$ cat src/rtl/spi_slave_deser.sv
`default_nettype none
// ============================================================================
// Module   : spi_slave_deser
// Purpose  : Mode-0, MSB-first SPI slave shifter. It oversamples the SPI pins
//            in the refclk domain. Completed receive words are pushed to an
//            RX FIFO and transmit words are popped from a show-ahead TX FIFO.
//            Overruns, underruns and truncated frames are kept as sticky flags.
// Revision : 1.0 - initial release
// ============================================================================
module spi_slave_deser #(
    parameter int WIDTH       = 16,
    parameter int SYNC_STAGES = 2
) (
    input  logic             refclk,
    input  logic             rst,
    input  logic             slave_sclk,
    input  logic             slave_csn,
    input  logic             slave_mosi,
    output logic             slave_miso,
    output logic             slave_miso_oe,
    output logic [WIDTH-1:0] rx_data,
    output logic             rx_valid,
    input  logic             rx_ready,
    input  logic [WIDTH-1:0] tx_data,
    input  logic             tx_valid,
    output logic             tx_ready,
    input  logic             clr_errors,
    output logic             rx_overflow,
    output logic             tx_underflow,
    output logic             frame_error,
    output logic             busy
);

    localparam int CW = $clog2(WIDTH + 1);

    typedef enum logic [1:0] {
        ST_IDLE  = 2'd0,
        ST_LOAD  = 2'd1,
        ST_SHIFT = 2'd2
    } state_t;

    // Input synchronizers, history flops and registered edge pulses.
    // The csn chain resets low so that a csn already low at reset release
    // never looks like a falling edge; a genuine high phase is required first.
    logic [SYNC_STAGES-1:0] sclk_sync_q, csn_sync_q, mosi_sync_q;
    logic                   sclk_hist_q, csn_hist_q, mosi_hist_q;
    logic                   sclk_rise_q, sclk_fall_q, csn_fall_q, csn_rise_q;

    // FSM and datapath state.
    state_t           state_q, state_d;
    logic [WIDTH-1:0] tx_sr_q, tx_sr_d;
    // Holds the WIDTH-1 bits received so far; the last bit is appended
    // directly when the word is handed to the RX FIFO.
    logic [WIDTH-2:0] rx_sr_q, rx_sr_d;
    logic [CW-1:0]    bitcnt_q, bitcnt_d;
    logic             skip_fall_q, skip_fall_d;
    logic             rx_valid_q, rx_valid_d;
    logic [WIDTH-1:0] rx_data_q, rx_data_d;
    logic             ovf_q, udf_q, ferr_q;
    logic             set_udf, set_ferr;
    logic [WIDTH-1:0] word_w;

    // Synchronize the SPI pins and turn level changes into one-cycle pulses.
    always_ff @(posedge refclk) begin
        if (rst) begin
            sclk_sync_q <= '0;
            csn_sync_q  <= '0;
            mosi_sync_q <= '0;
            sclk_hist_q <= 1'b0;
            csn_hist_q  <= 1'b0;
            mosi_hist_q <= 1'b0;
            sclk_rise_q <= 1'b0;
            sclk_fall_q <= 1'b0;
            csn_fall_q  <= 1'b0;
            csn_rise_q  <= 1'b0;
        end else begin
            sclk_sync_q <= {sclk_sync_q[SYNC_STAGES-2:0], slave_sclk};
            csn_sync_q  <= {csn_sync_q[SYNC_STAGES-2:0], slave_csn};
            mosi_sync_q <= {mosi_sync_q[SYNC_STAGES-2:0], slave_mosi};
            sclk_hist_q <= sclk_sync_q[SYNC_STAGES-1];
            csn_hist_q  <= csn_sync_q[SYNC_STAGES-1];
            mosi_hist_q <= mosi_sync_q[SYNC_STAGES-1];
            sclk_rise_q <=  sclk_sync_q[SYNC_STAGES-1] & ~sclk_hist_q;
            sclk_fall_q <= ~sclk_sync_q[SYNC_STAGES-1] &  sclk_hist_q;
            csn_fall_q  <= ~csn_sync_q[SYNC_STAGES-1]  &  csn_hist_q;
            csn_rise_q  <=  csn_sync_q[SYNC_STAGES-1]  & ~csn_hist_q;
        end
    end

    // State, shift registers, RX output register and sticky flags.
    always_ff @(posedge refclk) begin
        if (rst) begin
            state_q     <= ST_IDLE;
            tx_sr_q     <= '0;
            rx_sr_q     <= '0;
            bitcnt_q    <= '0;
            skip_fall_q <= 1'b0;
            rx_valid_q  <= 1'b0;
            rx_data_q   <= '0;
            ovf_q       <= 1'b0;
            udf_q       <= 1'b0;
            ferr_q      <= 1'b0;
        end else begin
            state_q     <= state_d;
            tx_sr_q     <= tx_sr_d;
            rx_sr_q     <= rx_sr_d;
            bitcnt_q    <= bitcnt_d;
            skip_fall_q <= skip_fall_d;
            rx_valid_q  <= rx_valid_d;
            rx_data_q   <= rx_data_d;
            // Set beats clear when both happen in the same cycle.
            ovf_q       <= (ovf_q  & ~clr_errors) | (rx_valid_q & ~rx_ready);
            udf_q       <= (udf_q  & ~clr_errors) | set_udf;
            ferr_q      <= (ferr_q & ~clr_errors) | set_ferr;
        end
    end

    // Next-state and datapath logic for the IDLE / LOAD / SHIFT sequence.
    always_comb begin
        state_d     = state_q;
        tx_sr_d     = tx_sr_q;
        rx_sr_d     = rx_sr_q;
        bitcnt_d    = bitcnt_q;
        skip_fall_d = skip_fall_q;
        rx_valid_d  = 1'b0;
        rx_data_d   = rx_data_q;
        set_udf     = 1'b0;
        set_ferr    = 1'b0;
        word_w      = {rx_sr_q, mosi_hist_q};

        case (state_q)
            ST_IDLE: begin
                bitcnt_d = '0;
                if (csn_fall_q) begin
                    state_d = ST_LOAD;
                end
            end

            ST_LOAD: begin
                tx_sr_d     = tx_valid ? tx_data : '0;
                set_udf     = ~tx_valid;
                bitcnt_d    = '0;
                skip_fall_d = 1'b1;
                state_d     = csn_rise_q ? ST_IDLE : ST_SHIFT;
            end

            ST_SHIFT: begin
                if (sclk_rise_q) begin
                    rx_sr_d = word_w[WIDTH-2:0];
                    // Only a falling edge that precedes the first rise after a
                    // load is the tail of the previous word's last bit; once a
                    // rise has been seen every fall advances the TX shifter.
                    skip_fall_d = 1'b0;
                    if (bitcnt_q == CW'(WIDTH - 1)) begin
                        rx_valid_d = 1'b1;
                        rx_data_d  = word_w;
                        bitcnt_d   = '0;
                        state_d    = ST_LOAD;
                    end else begin
                        bitcnt_d = bitcnt_q + 1'b1;
                    end
                end
                if (sclk_fall_q) begin
                    if (skip_fall_q) begin
                        skip_fall_d = 1'b0;
                    end else begin
                        tx_sr_d = {tx_sr_q[WIDTH-2:0], 1'b0};
                    end
                end
                // A word completing in the same cycle leaves bitcnt_d at zero,
                // so it is delivered and no frame error is raised.
                if (csn_rise_q) begin
                    set_ferr = (bitcnt_d != '0);
                    bitcnt_d = '0;
                    state_d  = ST_IDLE;
                end
            end

            default: begin
                state_d = ST_IDLE;
            end
        endcase
    end

    assign slave_miso    = (state_q != ST_IDLE) ? tx_sr_q[WIDTH-1] : 1'b0;
    assign slave_miso_oe = (state_q != ST_IDLE) & ~csn_hist_q;
    assign tx_ready      = (state_q == ST_LOAD);
    assign rx_valid      = rx_valid_q;
    assign rx_data       = rx_data_q;
    assign rx_overflow   = ovf_q;
    assign tx_underflow  = udf_q;
    assign frame_error   = ferr_q;
    assign busy          = (state_q != ST_IDLE);

endmodule
`default_nettype wire

$ cat config.mk
export PLATFORM = sky130hd
export DESIGN_NAME = spi_slave_deser
export DESIGN_NICKNAME = d
export VERILOG_FILES = /design/src/rtl/spi_slave_deser.sv
export SDC_FILE = /design/constraint.sdc
export NUM_CORES = 1
export LEC_CHECK = 0
export BUFFER_PORTS_ARGS = -buffer_cell sky130_fd_sc_hd__buf_2
export CORE_ASPECT_RATIO = 0.75
export CORE_MARGIN = 1.5
export CORE_UTILIZATION = 45
export DETAILED_ROUTE_END_ITERATION = 6
export MAX_ROUTING_LAYER = met4
export PLACE_DENSITY = 0.7
export SYNTH_ARGS = -nofsm -noshare
export SYNTH_HDL_FRONTEND = slang
export SYNTH_SLANG_ARGS = --single-unit
$ cat constraint.sdc
create_clock -name refclk -period 1.5 [get_ports refclk]
set_input_delay 0.15 -clock refclk [delete_from_list [all_inputs] [get_ports refclk]]
set_output_delay 0.15 -clock refclk [all_outputs]
set_load 0.01 [all_outputs]
==> key figures <==
Critical path
  • Setup crit start kind: register
  • Crit Path Max Fanout: 6
  • Arrival time of data at the critical path endpoint: 1760 ps
  • Register-to-Register Setup Slack: 20 ps
  • End of the critical path: state_q[0]$_SDFFE_PP0P_
  • Critical path data required time: 1780 ps
  • RR Endpoint: state_q[0]$_SDFFE_PP0P_
  • Sort of element at the end of the critical path: register
  • Beginning of the critical path: state_q[0]$_SDFFE_PP0P_
  • Beginning of the worst register-to-register path: state_q[0]$_SDFFE_PP0P_
  • Category of the critical setup timing path: reg2reg
  • FF-to-FF path depth: 6

Place
  • Setup slack after placement: -57.52 ps
  • Final Wtd Congestion: 0.8333
  • Number of port buffers: 47
  • Half-perimeter wire length after placement: 3842 um

Clock tree
  • H-tree depth: 3
  • TritonCTS Buffers: 9
  • TritonCTS Sinks: 72
  • Clock Latency Late Sink: 350 ps
  • Clock root buffer: clkbuf_8
  • Clk pin slew, worst setup/hold paths: 70 ps
  • Worst-case clock buffer depth: 2
  • TritonCTS clock tree: yes

Timing
  • Max-slew headroom: 77.41%
  • Minimum hold slack: 22.75 ps
  • Worst clock skew: 5.502 ps
  • Crit share post-route: 98.83%
  • Final min period: 1482 ps
  • Number of max-slew violations in the final report: 0
  • Slew at the pin closest to its max-slew limit: 338.0 ps
  • Final critical-path setup slack: 17.56 ps
  • Timing-limited maximum frequency: 0.6746 GHz
  • Final Hold Viols: 0
  • Unrepaired setup endpoints after global routing: true
  • Final setup viols: 0

GRT
  • Wire length of the first global-routing pass: 10220 um
  • Total routing usage reported by global routing: 20.14%
  • Global route overflow: 0
  • Via count of the first global-routing pass: 2250
  • Number of antenna violations at the first check in global routing: 0
  • Pin count of the biggest net entering global routing: 72

Run
  • Max-capacitance violation count: 0

Yosys
  • Post-synthesis cell area: 2808 um2
  • Sequential cell area fraction in the yosys report: 51.34%
  • Yosys Warn Count: 0
  • Number of synthesized register bits: 72
  • Count of different cell masters after synthesis: 36
  • Number of instances in the synthesized netlist: 328
  • Syn avg cell area: 8.560 um2
  • Syn_nets: 358

Floorplan
  • I/O pin count: 48
  • Die width: 94.21 um
  • Number of rows in the core area: 24
  • Initial standard-cell utilization of the core: 47.46%
  • Y dimension of the die: 71.41 um
  • Die footprint: 6727 um2
  • Core region area: 5916 um2

Final layout
  • Layout Area Growth over Synthesis: 31.02%
  • Commonest cells after routing, fill and taps aside: 68 x nand2_1, 68 x dfxtp_1, 46 x buf_2
  • Antenna Diode Count: 0
  • Ratio of cells with drive above 1 in the final layout: 28.72%
  • Net total in the final layout: 422

Drt
  • Via count: 2414
  • Iteration-0 DRC count of the detailed router: 149
  • Number of search-and-repair iterations in the first detailed-routing pass: 4
  • Post-detailed-route DRC marker count: 0
  • Post-detailed-route wirelength per cell: 13.01 um
  • Antenna-violating nets left: 0
  • Final routed wirelength across all metal layers: 6178 um
  • Post-DR vias/cell: 5.082

Power
  • Maximum VDD drop: 0.7047 mV
  • Lkg Pwr: 1.406 nW
  • PD cells: 1241 nW/um2

Status
  • Outcome: finished, final reports clean

Hold path
  • Type of the tightest min-delay check: in2reg
## final cells by class
cell class                      instances  area, um2
Fill cell                             515       2237
Sequential cell                        72       1454
Multi-Input combinational cell        232       1385
Timing Repair Buffer                   74      530.5
Clock buffer                           11      141.4
Tap cell                               78      97.59
Clock inverter                          5      56.30
Inverter                                3      13.76
## cells in the mapped netlist (all sizes together)
| cell | number | share of area (%) |
|---|---|---|
| and4b | 1 | 0.49 |
| nand4 | 1 | 0.22 |
| a211oi | 15 | 4.0 |
| a2111oi | 1 | 0.31 |
| mux2 | 1 | 0.40 |
| a21boi | 2 | 0.53 |
| clkbuf | 13 | 1.7 |
| a31o | 1 | 0.31 |
| and2 | 1 | 0.22 |
| ha | 6 | 2.7 |
| nand2b | 10 | 2.2 |
| a32oi | 2 | 0.62 |
| a311oi | 1 | 0.31 |
| buf | 8 | 1.5 |
| o21ai | 5 | 0.89 |
| nand3 | 1 | 0.18 |
| a21o | 1 | 0.27 |
| nand3b | 1 | 0.27 |
| nor3 | 1 | 0.18 |
| dfxtp | 72 | 51 |
| inv | 3 | 0.40 |
| nand4b | 1 | 0.31 |
| o22ai | 1 | 0.22 |
| a22oi | 14 | 3.7 |
| nor3b | 3 | 0.80 |
| nor2 | 27 | 3.6 |
| a21oi | 45 | 8.2 |
| nor2b | 17 | 3.8 |
| o21bai | 1 | 0.27 |
| nand2 | 69 | 9.2 |
| or4 | 2 | 0.53 |
| or2b | 1 | 0.27 |
## per-stage QoR
| stage | power, W | cell area [um2] | TNS (ps) | util [%] | std cells |
|---|---|---|---|---|---|
| 2_1_floorplan | 0.002632 | 2845 | 0 | - | 328 |
| 5_1_grt | 0.004798 | 3679 | -127.7 | 62.18 | 475 |
| 6_report | 0.004566 | 3679 | 0 | 62.18 | 475 |
| 4_1_cts | 0.004594 | 3611 | 0 | 61.04 | 473 |
| 3_3_place_gp | 0.002824 | 3242 | -0.03142 | 54.80 | 449 |
| 3_5_place_dp | 0.002847 | 3242 | -237.5 | 54.80 | 449 |
## metal layers
layer | track usage, % | up-vias | share of wire, % | wire length, um
met5 | - | - | 0 | 0
met4 | 6.468 | 0 | 0.89 | 55
met3 | 7.325 | 6 | 5.6 | 347
met2 | 29.42 | 55 | 43 | 2650
met1 | 25.95 | 1099 | 51 | 3125
li1 | - | 1254 | - | -
## registers in the layout, indices dropped and copies added (netlist names), 2 cells and up
name	cells
rx_sr_q	15
state_q	2
sclk_sync_q	2
rx_data	16
bitcnt_q	5
csn_sync_q	2
mosi_sync_q	2
tx_sr_q	16
## power by group
part / internal, W / switching (W)
Sequential: 0.00206 / 0.0000814
Clock: 0.000810 / 0.000708
Combinational: 0.000455 / 0.000447
Total: 0.00333 / 0.00124
## worst min-delay path by stage
stage / end / cells past startpoint / startpoint / slack [ps]
floorplan: csn_sync_q[0]$_SDFF_PP0_ / 1 / slave_csn / 280
global placement: csn_sync_q[0]$_SDFF_PP0_ / 2 / slave_csn / 360
detailed placement: csn_sync_q[0]$_SDFF_PP0_ / 2 / slave_csn / 370
CTS: mosi_sync_q[0]$_SDFF_PP0_ / 2 / slave_mosi / 20
global route: mosi_sync_q[0]$_SDFF_PP0_ / 2 / slave_mosi / 30
finish: mosi_sync_q[0]$_SDFF_PP0_ / 2 / slave_mosi / 20
## critical path: stages, from the launching register on
cell and delay (ps):
dfxtp_2 340, inv_4 80, ha_4 170, nor2b_2 170
nor2_1 50, or4_1 470, a21oi_1 140
## what timing repair did
item | CTS | global route
endpoints found under the setup margin | 19 | 35
hold buffers | 2 | 0
endpoints found under the hold margin | 2 | 0
pin swaps | 6 | 12
resized for setup | 15 | 18
cloned | 2 | 0
buffers inserted | 4 | 3
## logic make-up after synthesis
family	share of synthesized area (%)
AOI/OAI and AO/OA	19.65
adders and majority gates	2.674
buffers and inverters	3.610
DFF	51.34
muxes	0.4010
and+or+nand+nor	22.33
Note: power is estimated with default switching activity, not from simulation.
